--- config.mk ---
export PLATFORM = sky130hd
export DESIGN_NAME = wb_burst_copy
export DESIGN_NICKNAME = d
export VERILOG_FILES = /design/src/rtl/wb_burst_copy.sv
export SDC_FILE = /design/constraint.sdc
export NUM_CORES = 1
export LEC_CHECK = 0
export CAP_MARGIN = 20
export CORE_MARGIN = 2
export CORE_UTILIZATION = 25
export CTS_CLUSTER_SIZE = 8
export DETAILED_ROUTE_END_ITERATION = 7
export PLACE_DENSITY_LB_ADDON = 0.12
export SYNTH_ARGS = -nofsm -noshare
export SYNTH_HDL_FRONTEND = slang
export SYNTH_SLANG_ARGS = --single-unit
--- constraint.sdc ---
create_clock -name clk_i -period 7.3 [get_ports clk_i]
set_input_delay 2.19 -clock clk_i [delete_from_list [all_inputs] [get_ports clk_i]]
set_output_delay 2.19 -clock clk_i [all_outputs]
set_load 0.1 [all_outputs]
--- src/rtl/wb_burst_copy.sv ---
// Wishbone burst copy master: moves LEN words from SRC to DST by reading up to BURST words
// into a local buffer, then writing them back, one incrementing burst each way.
module wb_burst_copy #(
  parameter int unsigned BURST = 8,
  parameter int unsigned LEN_W = 16
) (
  input  logic             clk_i,
  input  logic             rst_i,
  input  logic             start_i,
  input  logic [31:0]      src_adr_i,
  input  logic [31:0]      dst_adr_i,
  input  logic [LEN_W-1:0] len_i,
  output logic             busy_o,
  output logic             done_o,
  output logic             err_o,
  output logic [31:0]      wb_adr_o,
  output logic [31:0]      wb_dat_o,
  input  logic [31:0]      wb_dat_i,
  output logic [3:0]       wb_sel_o,
  output logic             wb_we_o,
  output logic             wb_stb_o,
  output logic             wb_cyc_o,
  output logic [2:0]       wb_cti_o,
  output logic [1:0]       wb_bte_o,
  input  logic             wb_ack_i,
  input  logic             wb_err_i
);

  localparam int unsigned CntW = $clog2(BURST) + 1;
  localparam int unsigned IdxW = (BURST > 1) ? $clog2(BURST) : 1;

  typedef enum logic [2:0] {StIdle, StRd, StGap, StWr, StFin} state_e;

  state_e           r_state;
  state_e           w_state_next;
  logic [31:0]      r_src;
  logic [31:0]      r_dst;
  logic [LEN_W-1:0] r_rem;
  logic [CntW-1:0]  r_beat;
  logic             r_gap_wr;
  logic             r_err;
  logic [31:0]      r_buf [BURST];

  logic [CntW-1:0]  w_n;
  logic             w_last;
  logic             w_active;
  logic             w_ack;
  logic             w_fail;
  logic [LEN_W-1:0] w_rem_next;
  logic [31:0]      w_step;
  logic [31:0]      w_offs;

  // Burst size only depends on r_rem, which is constant across a RD/GAP/WR pair.
  always_comb begin
    if (r_rem >= LEN_W'(BURST)) begin
      w_n = CntW'(BURST);
    end else begin
      w_n = r_rem[CntW-1:0];
    end
  end

  assign w_last     = (r_beat == w_n - CntW'(1));
  assign w_active   = (r_state == StRd) || (r_state == StWr);
  assign w_fail     = w_active && wb_err_i;
  assign w_ack      = w_active && wb_ack_i && !wb_err_i;
  assign w_rem_next = r_rem - LEN_W'(w_n);
  assign w_step     = 32'(w_n) << 2;
  assign w_offs     = 32'(r_beat) << 2;

  always_ff @(posedge clk_i) begin
    if (rst_i) begin
      r_state <= StIdle;
    end else begin
      r_state <= w_state_next;
    end
  end

  always_comb begin
    w_state_next = r_state;
    case (r_state)
      StIdle: begin
        if (start_i) begin
          w_state_next = (len_i == '0) ? StFin : StRd;
        end
      end
      StRd: begin
        if (w_fail) begin
          w_state_next = StFin;
        end else if (w_ack && w_last) begin
          w_state_next = StGap;
        end
      end
      StGap: w_state_next = r_gap_wr ? StWr : StRd;
      StWr: begin
        if (w_fail) begin
          w_state_next = StFin;
        end else if (w_ack && w_last) begin
          w_state_next = (w_rem_next != '0) ? StGap : StFin;
        end
      end
      StFin:   w_state_next = StIdle;
      default: w_state_next = StIdle;
    endcase
  end

  always_ff @(posedge clk_i) begin
    if (rst_i) begin
      r_src    <= 32'h0;
      r_dst    <= 32'h0;
      r_rem    <= '0;
      r_beat   <= '0;
      r_gap_wr <= 1'b0;
      r_err    <= 1'b0;
    end else begin
      case (r_state)
        StIdle: begin
          if (start_i) begin
            r_src    <= src_adr_i & 32'hFFFF_FFFC;
            r_dst    <= dst_adr_i & 32'hFFFF_FFFC;
            r_rem    <= len_i;
            r_beat   <= '0;
            r_gap_wr <= 1'b0;
            r_err    <= 1'b0;
          end
        end
        StRd, StWr: begin
          if (w_fail) begin
            r_err <= 1'b1;
          end else if (w_ack) begin
            if (w_last) begin
              r_beat   <= '0;
              r_gap_wr <= (r_state == StRd);
              if (r_state == StWr) begin
                r_src <= r_src + w_step;
                r_dst <= r_dst + w_step;
                r_rem <= w_rem_next;
              end
            end else begin
              r_beat <= r_beat + CntW'(1);
            end
          end
        end
        default: ;
      endcase
    end
  end

  // Buffer contents are don't-care after reset, so no reset term here.
  always_ff @(posedge clk_i) begin
    if ((r_state == StRd) && w_ack) begin
      r_buf[r_beat[IdxW-1:0]] <= wb_dat_i;
    end
  end

  always_comb begin
    wb_stb_o = w_active;
    wb_cyc_o = w_active;
    wb_we_o  = (r_state == StWr);
    wb_sel_o = w_active ? 4'hF : 4'h0;
    wb_adr_o = 32'h0;
    wb_dat_o = 32'h0;
    wb_cti_o = 3'b000;
    if (w_active) begin
      wb_adr_o = ((r_state == StWr) ? r_dst : r_src) + w_offs;
      if (w_n != CntW'(1)) begin
        wb_cti_o = w_last ? 3'b111 : 3'b010;
      end
    end
    if (r_state == StWr) begin
      wb_dat_o = r_buf[r_beat[IdxW-1:0]];
    end
  end

  assign wb_bte_o = 2'b00;
  assign busy_o   = (r_state != StIdle) && (r_state != StFin);
  assign done_o   = (r_state == StFin);
  assign err_o    = r_err;

endmodule

# --- Word level (Yosys, flattened, before mapping) ---
# Memory sizes are Yosys's and may differ from the RTL's. A register that Yosys moved wholly into a read port is not among the register bits.
# Cells that the tools add are included.
op_classes:
  reduce_logical: 19
  muxes: 51
  magnitude_cmp: 1
  n_eq_ne: 15
  addsub: 6
ops:
  columns: ["operator", "count"]
  rows:
  - ["32-bit 2-to-1 mux", 13]
  - ["32-bit one-hot mux with 2 select lines", 2]
  - ["32-bit by 6-bit adder with 32-bit output", 3]
  - ["16-bit 2-to-1 mux", 5]
  - ["3-bit 2-to-1 mux", 12]
  - ["16-bit one-hot mux with 2 select lines", 1]
  - ["4-bit 2-to-1 mux", 6]
  - ["16-bit by 4-bit >= comparator with 1-bit output, second input constant", 1]
  - ["16-bit logical NOT", 1]
  - ["16-bit nonzero test", 1]
  - ["16-bit by 4-bit subtractor with 16-bit output", 1]
  - ["2-bit inequality test, second input constant", 6]
  - ["3-bit one-hot mux with 4 select lines", 1]
  - ["4-bit one-hot mux with 2 select lines", 1]
  - ["1-bit 2-to-1 mux", 7]
  - ["3-bit by 2-bit equality test with 1-bit output, second input constant", 2]
  - ["1-bit logical AND", 6]
  - ["3-bit inequality test, second input constant", 2]
  - ["3-bit AND reduction", 2]
  - ["6-bit AND reduction", 1]
  - ["5-bit AND reduction", 1]
  - ["4-bit by 1-bit adder with 4-bit output, second input constant", 1]
  - ["4-bit equality test", 1]
  - ["4-bit by 1-bit inequality test with 1-bit output, second input constant", 1]
  - ["other kinds (13)", 14]
word_totals:
  register_bits: 89
  ram_bits: 256
  out_inout_bits: 79
  inputBits: 117
  wordCells: 100
  mem_count: 1
mem_list:
  columns: ["name", "words", "width", "rd", "rd_clocked_by_memory_dff", "wr", "line", "source"]
  rows:
  - ["r_buf", 8, 32, 1, 1, 1, "42", "logic [31:0] r_buf [BURST];"]

# --- Logic depth before layout (Yosys ltp) ---
# Gate-level depths: netlist (run 1).
logic_depth:
  depth_word: 10
  depth_mapped: 19
  ltp_nobuf: 14

# --- Least setup slack after synthesis (run 1) ---
# No wires, ideal clock.
synth_path:
  path_kind: "flip-flop to output port"
  from: "register r_state[1]"
  to: "output wb_adr_o[18]"
  t_arrival_ps: 7389
  path_slack_ps: -2279
  n_path_buf: 4
  required_time_ps: 5110
  stages_incl_launch_ff: 18
  path_cell_list: "dfxtp_1 -> clkbuf_1 -> nand3b_1 -> inv_1 -> buf_2 -> buf_1 -> clkbuf_1 -> nand2_1 -> nand2_1 -> ha_1 -> inv_1 -> fa_1 -> nor2b_1 -> o21ai_0 -> a2111oi_0 -> and2_1 -> a311oi_1 -> nor4_1"
synth_via:
  elab_chain_cells: 4
  elab_cells_between_ends: 6
  cone_classes: "1 x add/sub; 2 x eq/ne; 2 x mux; 1 x reduce/logical"
synth_rtl:
  columns: ["item", "line", "source"]
  rows:
  - ["from (decl)", "34", "state_e r_state;"]
  - ["from (signal assigned)", "72", "r_state <= StIdle;"]
  - ["from (signal assigned)", "74", "r_state <= w_state_next;"]
  - ["3-bit by 2-bit equality test with 1-bit output (*)", null, null]
  - ["net wb_we_o", "20", "output logic wb_we_o,"]
  - ["32-bit 2-to-1 mux", "164", "wb_adr_o = ((r_state == StWr) ? r_dst : r_src) + w_offs;"]
  - ["32-bit by 6-bit adder with 32-bit output", "164", null]
  - ["32-bit 2-to-1 mux (*)", "163", "if (w_active) begin"]
  - ["to (decl)", "16", "output logic [31:0] wb_adr_o,"]
# The timed path passes the listed nets; every way through them passes the cells marked *.

# --- Worst setup path after layout (run 1) ---
layout_path:
  from: "register r_state[2]"
  to: "output wb_adr_o[20]"
layout_via:
  elab_chain_cells: 4
  elab_cells_between_ends: 6
  cone_classes: "1 x add/sub; 2 x eq/ne; 2 x mux; 1 x reduce/logical"
layout_rtl:
  columns: ["item", "line"]
  rows:
  - ["3-bit by 2-bit equality test with 1-bit output", "63, 164"]
  - ["32-bit 2-to-1 mux", "164"]
  - ["32-bit by 6-bit adder with 32-bit output", "164"]
  - ["32-bit 2-to-1 mux (*)", "163"]
# Every way passes the cells marked *; elsewhere a longest branch is shown, timed or not.

==> results by group, run 1 <==
Final layout
  • Cell Count, Final, Fillers Out: ~2500
  • Most frequent cells in the layout: 256 x edfxtp_1, 153 x clkdlybuf4s50_1, 144 x nor2_1
  • # fillers: roughly 6800
  • Commonest non-fill, non-tap cell in the layout: edfxtp_1
  • Syn-to-layout area delta: 26.9%
  • Fin util: 0.319
  • # diodes: 0
  • Fin area: roughly 21000 um2
  • Layout cells sized above 1: 0.140
  • Layout Nets: approximately 1700

Timing
  • Finish-stage setup viols: 0
  • Final worst-path cycle share: 0.912
  • Max Fclk: 150 MHz
  • Slew margin rel.: 0.271
  • Final min period: ~6700 ps
  • Worst hold slack: around 480 ps
  • Worst-Margin Slew: about 1100 ps
  • Setup Skew: around 27 ps
  • Pins Over Slew Limit: 0
  • RSZ-0062 raised after global routing: no
  • Hold Fails Final Rpt: 0

Flow run
  • Max_cap viols: 0

Worst setup path
  • Setup CP Type: reg2out
  • Max FO, Critical Path: 45
  • Crit. End Element: output pin
  • CP required: 5110 ps
  • Startpoint Class: register
  • CP Data Arrival Time: between 4000 and 5000 ps

Yosys
  • EDFF count, synth: about 260
  • Synth Warn #: 0
  • #FFs+latches synth: around 340
  • Cells after synthesis: ~1400
  • Post-synthesis sequential area ratio: 0.563
  • Mean Syn Cell Area: 11.7 um2
  • Prevailing post-synth register cell: edfxtp_1
  • Asr flop ratio synth: 0
  • Distinct cells, synth: 79
  • Mapped Area: about 17000 um2

Global routing
  • Largest net degree at the start of global routing: roughly 120
  • First-pass GRT wire length: 81000 um
  • Number of global-route vias before repair: 12400
  • Initial antenna violation count: 4
  • Total GRT Usage: 0.153
  • Gr ovfl total: 0

Floorplanning
  • Io pins: between 150 and 200
  • Initial Utilization: 0.251
  • Die area: just under 70000 um2
  • Die H: between 200 and 300 um
  • # rows: 95
  • Die X: about 260 um
  • Core Area: ~67000 um2

Clock network
  • Post-CTS sizing: 0
  • # H-tree levels: 2
  • Post-CTS Hold Buffers: 0
  • Setup Fix Bufs, Post-CTS: 0
  • CTS Buf Count: 49
  • Clk pin slew, worst setup/hold paths: about 50 ps
  • Clock sinks: roughly 340
  • CTS tree: yes
  • Clk_lat worst skew: just under 600 ps
  • Clk buf depth: 3
  • Clock root cell: clkbuf_16

Detailed routing
  • Initial drt markers: 625
  • Via density: between 4 and 5
  • Routed length per instance: 21.5 um
  • DRT Wirelength: 53400 um
  • First drt pass iteration count: 5
  • Remaining antenna violation count: 0
  • Via Count: roughly 12000
  • Drt drc: 0

Placed design
  • Placer Congestion: around 0.82
  • Placed inst area: around 20000 um2
  • Number of port buffers: between 150 and 200
  • HPWL Detailed: around 34000 um
  • Placed cells: 2407

Power and ir drop
  • Pleak: roughly 6.6 nW
  • Worst IR drop on VDD: between 0.15 and 0.2 mV
  • Pwr dens: approximately 230 nW/um2

Run status
  • Status: finished clean

Worst hold path
  • Path type of the worst min-delay path: reg2reg
==> per-stage QoR <==
step / TNS (ps) / setup slack [ps] / total power [mW]
after global routing: 0 / 277 / 5.16
after CTS: 0 / 445 / 5.01
after detailed placement: 0 / 1090 / 2.87
after floorplan: -5.94 / -5.94 / 2.65
after global placement: 0 / 1130 / 2.87
final: 0 / 641 / 4.93
==> final timing paths <==
| check | startpoint | end | slack [ps] | depth (start not counted) |
|---|---|---|---|---|
| setup / recovery | r_state[2]$_SDFFE_PP0P_ | wb_adr_o[20] | 640 | 14 |
| hold / removal | err_o$_SDFFE_PP0P_ | err_o$_SDFFE_PP0P_ | 480 | 2 |
| setup reg to reg | r_rem[4]$_SDFFE_PP0P_ | r_src[30]$_SDFFE_PP0P_ | 2930 | 14 |
| hold reg to reg | err_o$_SDFFE_PP0P_ | err_o$_SDFFE_PP0P_ | 480 | 2 |
==> worst max-delay path, stage by stage, from the launching register on <==
cell	delay (ps)
dfxtp_1	390
nand3b_1	230
buf_4	660
nand2_1	110
nand2_1	100
ha_1	160
nor2b_1	180
o21ai_0	160
a2111oi_1	480
buf_4	220
and3_1	440
nand2_1	120
xor2_1	180
o22ai_4	210
buf_12	210
==> cell usage after synthesis (all sizes together) (4+ instances only) <==
cell type  count  area [um2]
mux4          64        1440
nand3         33         165
a31oi         11        75.1
dfxtp         88        1760
o211ai         5        37.5
nor2b         10        62.6
nand3b         6        45.0
buf           37         231
mux2i         55         551
a22o           7        61.3
a211oi        27         220
clkbuf        73         274
xnor2         17         149
o31ai         10        75.1
nor4          18         134
o22ai          5        31.3
inv           23        86.3
nand4         20         125
o32ai          6        52.6
nor3          38         190
a32o           5        50.1
o21ai         69         349
ha            16         200
edfxtp       256        7690
o21a           5        37.5
a31o           5        43.8
o41ai          5        43.8
a21o          13        97.6
and2          13        81.3
or4            4        33.8
nor2         158         593
a311oi         4        35.0
a21oi        101         505
nand2        132         495
xor2          13         114
and3          13        81.3
nand2b        16         100
a2111oi        4        47.6
==> layout make-up <==
| type | instances | area (um2) | share of cell area |
|---|---|---|---|
| Sequential cell | 344 | 9460 | 0.444 |
| Tap cell | 873 | 1090 | 0.0513 |
| Inverter | 24 | 90.1 | 0.00423 |
| Multi-Input combinational cell | 957 | 6940 | 0.326 |
| Clock inverter | 4 | 73.8 | 0.00346 |
| Clock buffer | 69 | 1320 | 0.0620 |
| Timing Repair Buffer | 210 | 2330 | 0.109 |
==> sequential cells by signal, indices dropped and copies added, names as in the netlist, named ones only <==
| register | cells |
|---|---|
| r_buf | 256 |
| r_rem | 16 |
| r_state | 3 |
| err_o | 1 |
| r_gap_wr | 1 |
| r_beat | 4 |
| r_dst | 30 |
| r_src | 30 |
==> power by group <==
group	internal (mW)	leakage (nW)	switching [mW]
Combinational	0.236	2.95	0.382
Clock	1.24	0.671	0.855
Sequential	2.15	3.03	0.0680
Total	3.63	6.65	1.30
==> cell families after synthesis <==
kind of cell / after synthesis / share of synthesized area
simple gates: 477 / 0.133
flops: 344 / 0.563
compound gates: 304 / 0.117
buf+inv: 134 / 0.0355
mux: 122 / 0.121
xor+xnor: 30 / 0.0156
fa+ha+maj: 19 / 0.0155
other cells: 1 / 0.000223
==> metal layers <==
layer	track usage	part of all wire	vias up
li1	-	-	5723
met1	0.199	0.44	6003
met2	0.254	0.48	298
met3	0.0361	0.054	87
met4	0.0485	0.026	6
met5	0	0.00073	-
(Power assumes the default switching activity.)
==> run 2, diff against run 1 <==
Settings changed: CAP_MARGIN 20 to 5, CTS_CLUSTER_SIZE 8 to 40.
==> results by group, run 2 (synthesis results as in run 1) <==
Run status
  • Status: finished clean

Clock network
  • Post-CTS sizing: 0 (unchanged)
  • # H-tree levels: 2 (unchanged)
  • Clk pin slew, worst setup/hold paths: 50 ps (about the same)
  • Clock root cell: clkbuf_16
  • Clock sinks: 344 (unchanged)
  • Post-CTS Hold Buffers: 0 (unchanged)
  • Setup Fix Bufs, Post-CTS: 0 (unchanged)
  • Clk_lat worst skew: 580 ps (about the same)
  • CTS Buf Count: 41 (-16%)
  • CTS tree: yes
  • Clk buf depth: 3 (unchanged)

Floorplanning
  • Die H: 263 um (unchanged)
  • Die X: 263 um (unchanged)
  • # rows: 95 (unchanged)
  • Die area: 69300 um2 (unchanged)
  • Initial Utilization: 0.251 (unchanged)
  • Io pins: 196 (unchanged)
  • Core Area: 66800 um2 (unchanged)

Final layout
  • Reg area: 9460 um2 (unchanged)
  • Most frequent cells in the layout: 256 x edfxtp_1, 153 x clkdlybuf4s50_1, 144 x nor2_1
  • Layout cells sized above 1: 0.138 (-0.00223)
  • Area occupied by multi-input gates: 6940 um2 (unchanged)
  • Commonest non-fill, non-tap cell in the layout: edfxtp_1
  • Layout Nets: 1713 (-0.52%)
  • Syn-to-layout area delta: 26.1%
  • Largest register FFs: 256 (unchanged)
  • # fillers: 6788 (+0.15%)

Power and ir drop
  • Worst IR drop on VDD: 0.149 mV (-17%)
  • Pleak: 6.57 nW (-1.1%)
  • Pwr dens: 227 nW/um2 (-2.1%)

Global routing
  • Total GRT Usage: 0.154 (+0.000199)
  • Largest net degree at the start of global routing: 116 (unchanged)
  • First-pass GRT wire length: 80900 um (about the same)
  • Gr ovfl total: 0 (unchanged)
  • Number of global-route vias before repair: 12300 (-0.44%)
  • Initial antenna violation count: 4 (unchanged)

Timing
  • Finish-stage setup viols: 0 (unchanged)
  • Hold Fails Final Rpt: 0 (unchanged)
  • Max Fclk: 151 MHz (+0.33%)
  • RSZ-0062 raised after global routing: no
  • Final Worst Setup Slack: 662 ps (+21.6 ps)
  • Pins Over Slew Limit: 0 (unchanged)
  • Final TNS setup: 0 ps (unchanged)
  • Worst-Margin Slew: 1090 ps (-2.43 ps)
  • Final worst-path cycle share: 0.909 (-0.00296)
  • Setup Skew: 18.6 ps (-8.44 ps)
  • Final min period: 6640 ps (-21.6 ps)
  • Slew margin rel.: 0.267 (-0.00398)

Worst setup path
  • Cell repeated most along the worst path: nand2_1
  • CP Cell Sequence: nand3b_1, buf_4, nand2_1, nand2_1, ha_1, nor2b_1, o21ai_0, a2111oi_1, buf_4, and3_1, nand2_1, xor2_1, o22ai_4, buf_12
  • CP required: 5110 ps (about the same)
  • Crit. End Element: output pin
  • Max FO, Critical Path: 45 (unchanged)
  • CP max stage cell: buf_4
  • CP peak stage delay: 670 ps (about the same)
  • Setup CP Type: reg2out
  • Startpoint Class: register
  • CP Data Arrival Time: 4450 ps (-20 ps)
  • R2R setup slack: 2630 ps (-300 ps)

Worst hold path
  • Path type of the worst min-delay path: reg2reg

Placed design
  • Number of port buffers: 187 (unchanged)
  • Placer Congestion: 0.817 (unchanged)
  • HPWL Detailed: 34200 um (unchanged)
  • DP Worst Slack: 1090 ps (unchanged)

Detailed routing
  • Via Count: 12100 (-0.32%)
  • Routed length per instance: 21.5 um (about the same)
  • DRT Wirelength: 53400 um (about the same)
  • Via density: 4.87 (-0.24%)
  • Drt drc: 0 (unchanged)
  • Initial drt markers: 742 (+19%)
  • Remaining antenna violation count: 0 (unchanged)
  • First drt pass iteration count: 4 (-1)

Flow run
  • Max_cap viols: 0 (unchanged)
run 2: metal layers:
layer  up-vias  wire [um]  global-route usage
met5         -         44                   0
met4         6       1250              0.0456
met3        78       3050              0.0356
met2       302      25500               0.255
met1      5983      23500               0.200
li1       5709          -                   -
run 2: per-stage QoR:
stage                      util  hold slack (ps)  cell area [um2]  cells  total power, mW
after detailed placement  0.298              474            19900   2407             2.87
after global placement    0.298              465            19900   2407             2.87
after floorplan               -              465            16900   1435             2.65
after CTS                 0.317              483            21200   2478             4.88
final                     0.317              479            21200   2479             4.80
after global routing      0.317              496            21200   2478             5.02
run 2: report_power, final:
| part | internal, mW | switching [mW] | leakage (nW) |
|---|---|---|---|
| registers | 2.14 | 0.0674 | 3.03 |
| clock network | 1.13 | 0.838 | 0.603 |
| logic | 0.236 | 0.382 | 2.94 |
run 2: critical path: cells and delay by family, from the launching register on:
kind,cells,cell delay [ps]
AOI/OAI and AO/OA,3,860
xor gates and xnor gates,1,180
and+or+nand+nor,6,1180
buffers and inverters,3,1100
DFF,1,390
adders and majority gates,1,160
run 2: final timing paths:
path	endpoint	depth (start not counted)	from
min reg2reg	err_o$_SDFFE_PP0P_	2	err_o$_SDFFE_PP0P_
min	err_o$_SDFFE_PP0P_	2	err_o$_SDFFE_PP0P_
max	wb_adr_o[20]	14	r_state[2]$_SDFFE_PP0P_
max reg2reg	r_dst[31]$_SDFFE_PP0P_	12	r_rem[4]$_SDFFE_PP0P_
run 2: layout make-up:
| type | instances | area share |
|---|---|---|
| Multi-Input combinational cell | 957 | 0.328 |
| Clock inverter | 16 | 0.00745 |
| Inverter | 24 | 0.00426 |
| Tap cell | 873 | 0.0516 |
| Clock buffer | 55 | 0.0520 |
| Antenna cell | 1 | 0.000118 |
| Timing Repair Buffer | 209 | 0.110 |
| Sequential cell | 344 | 0.447 |
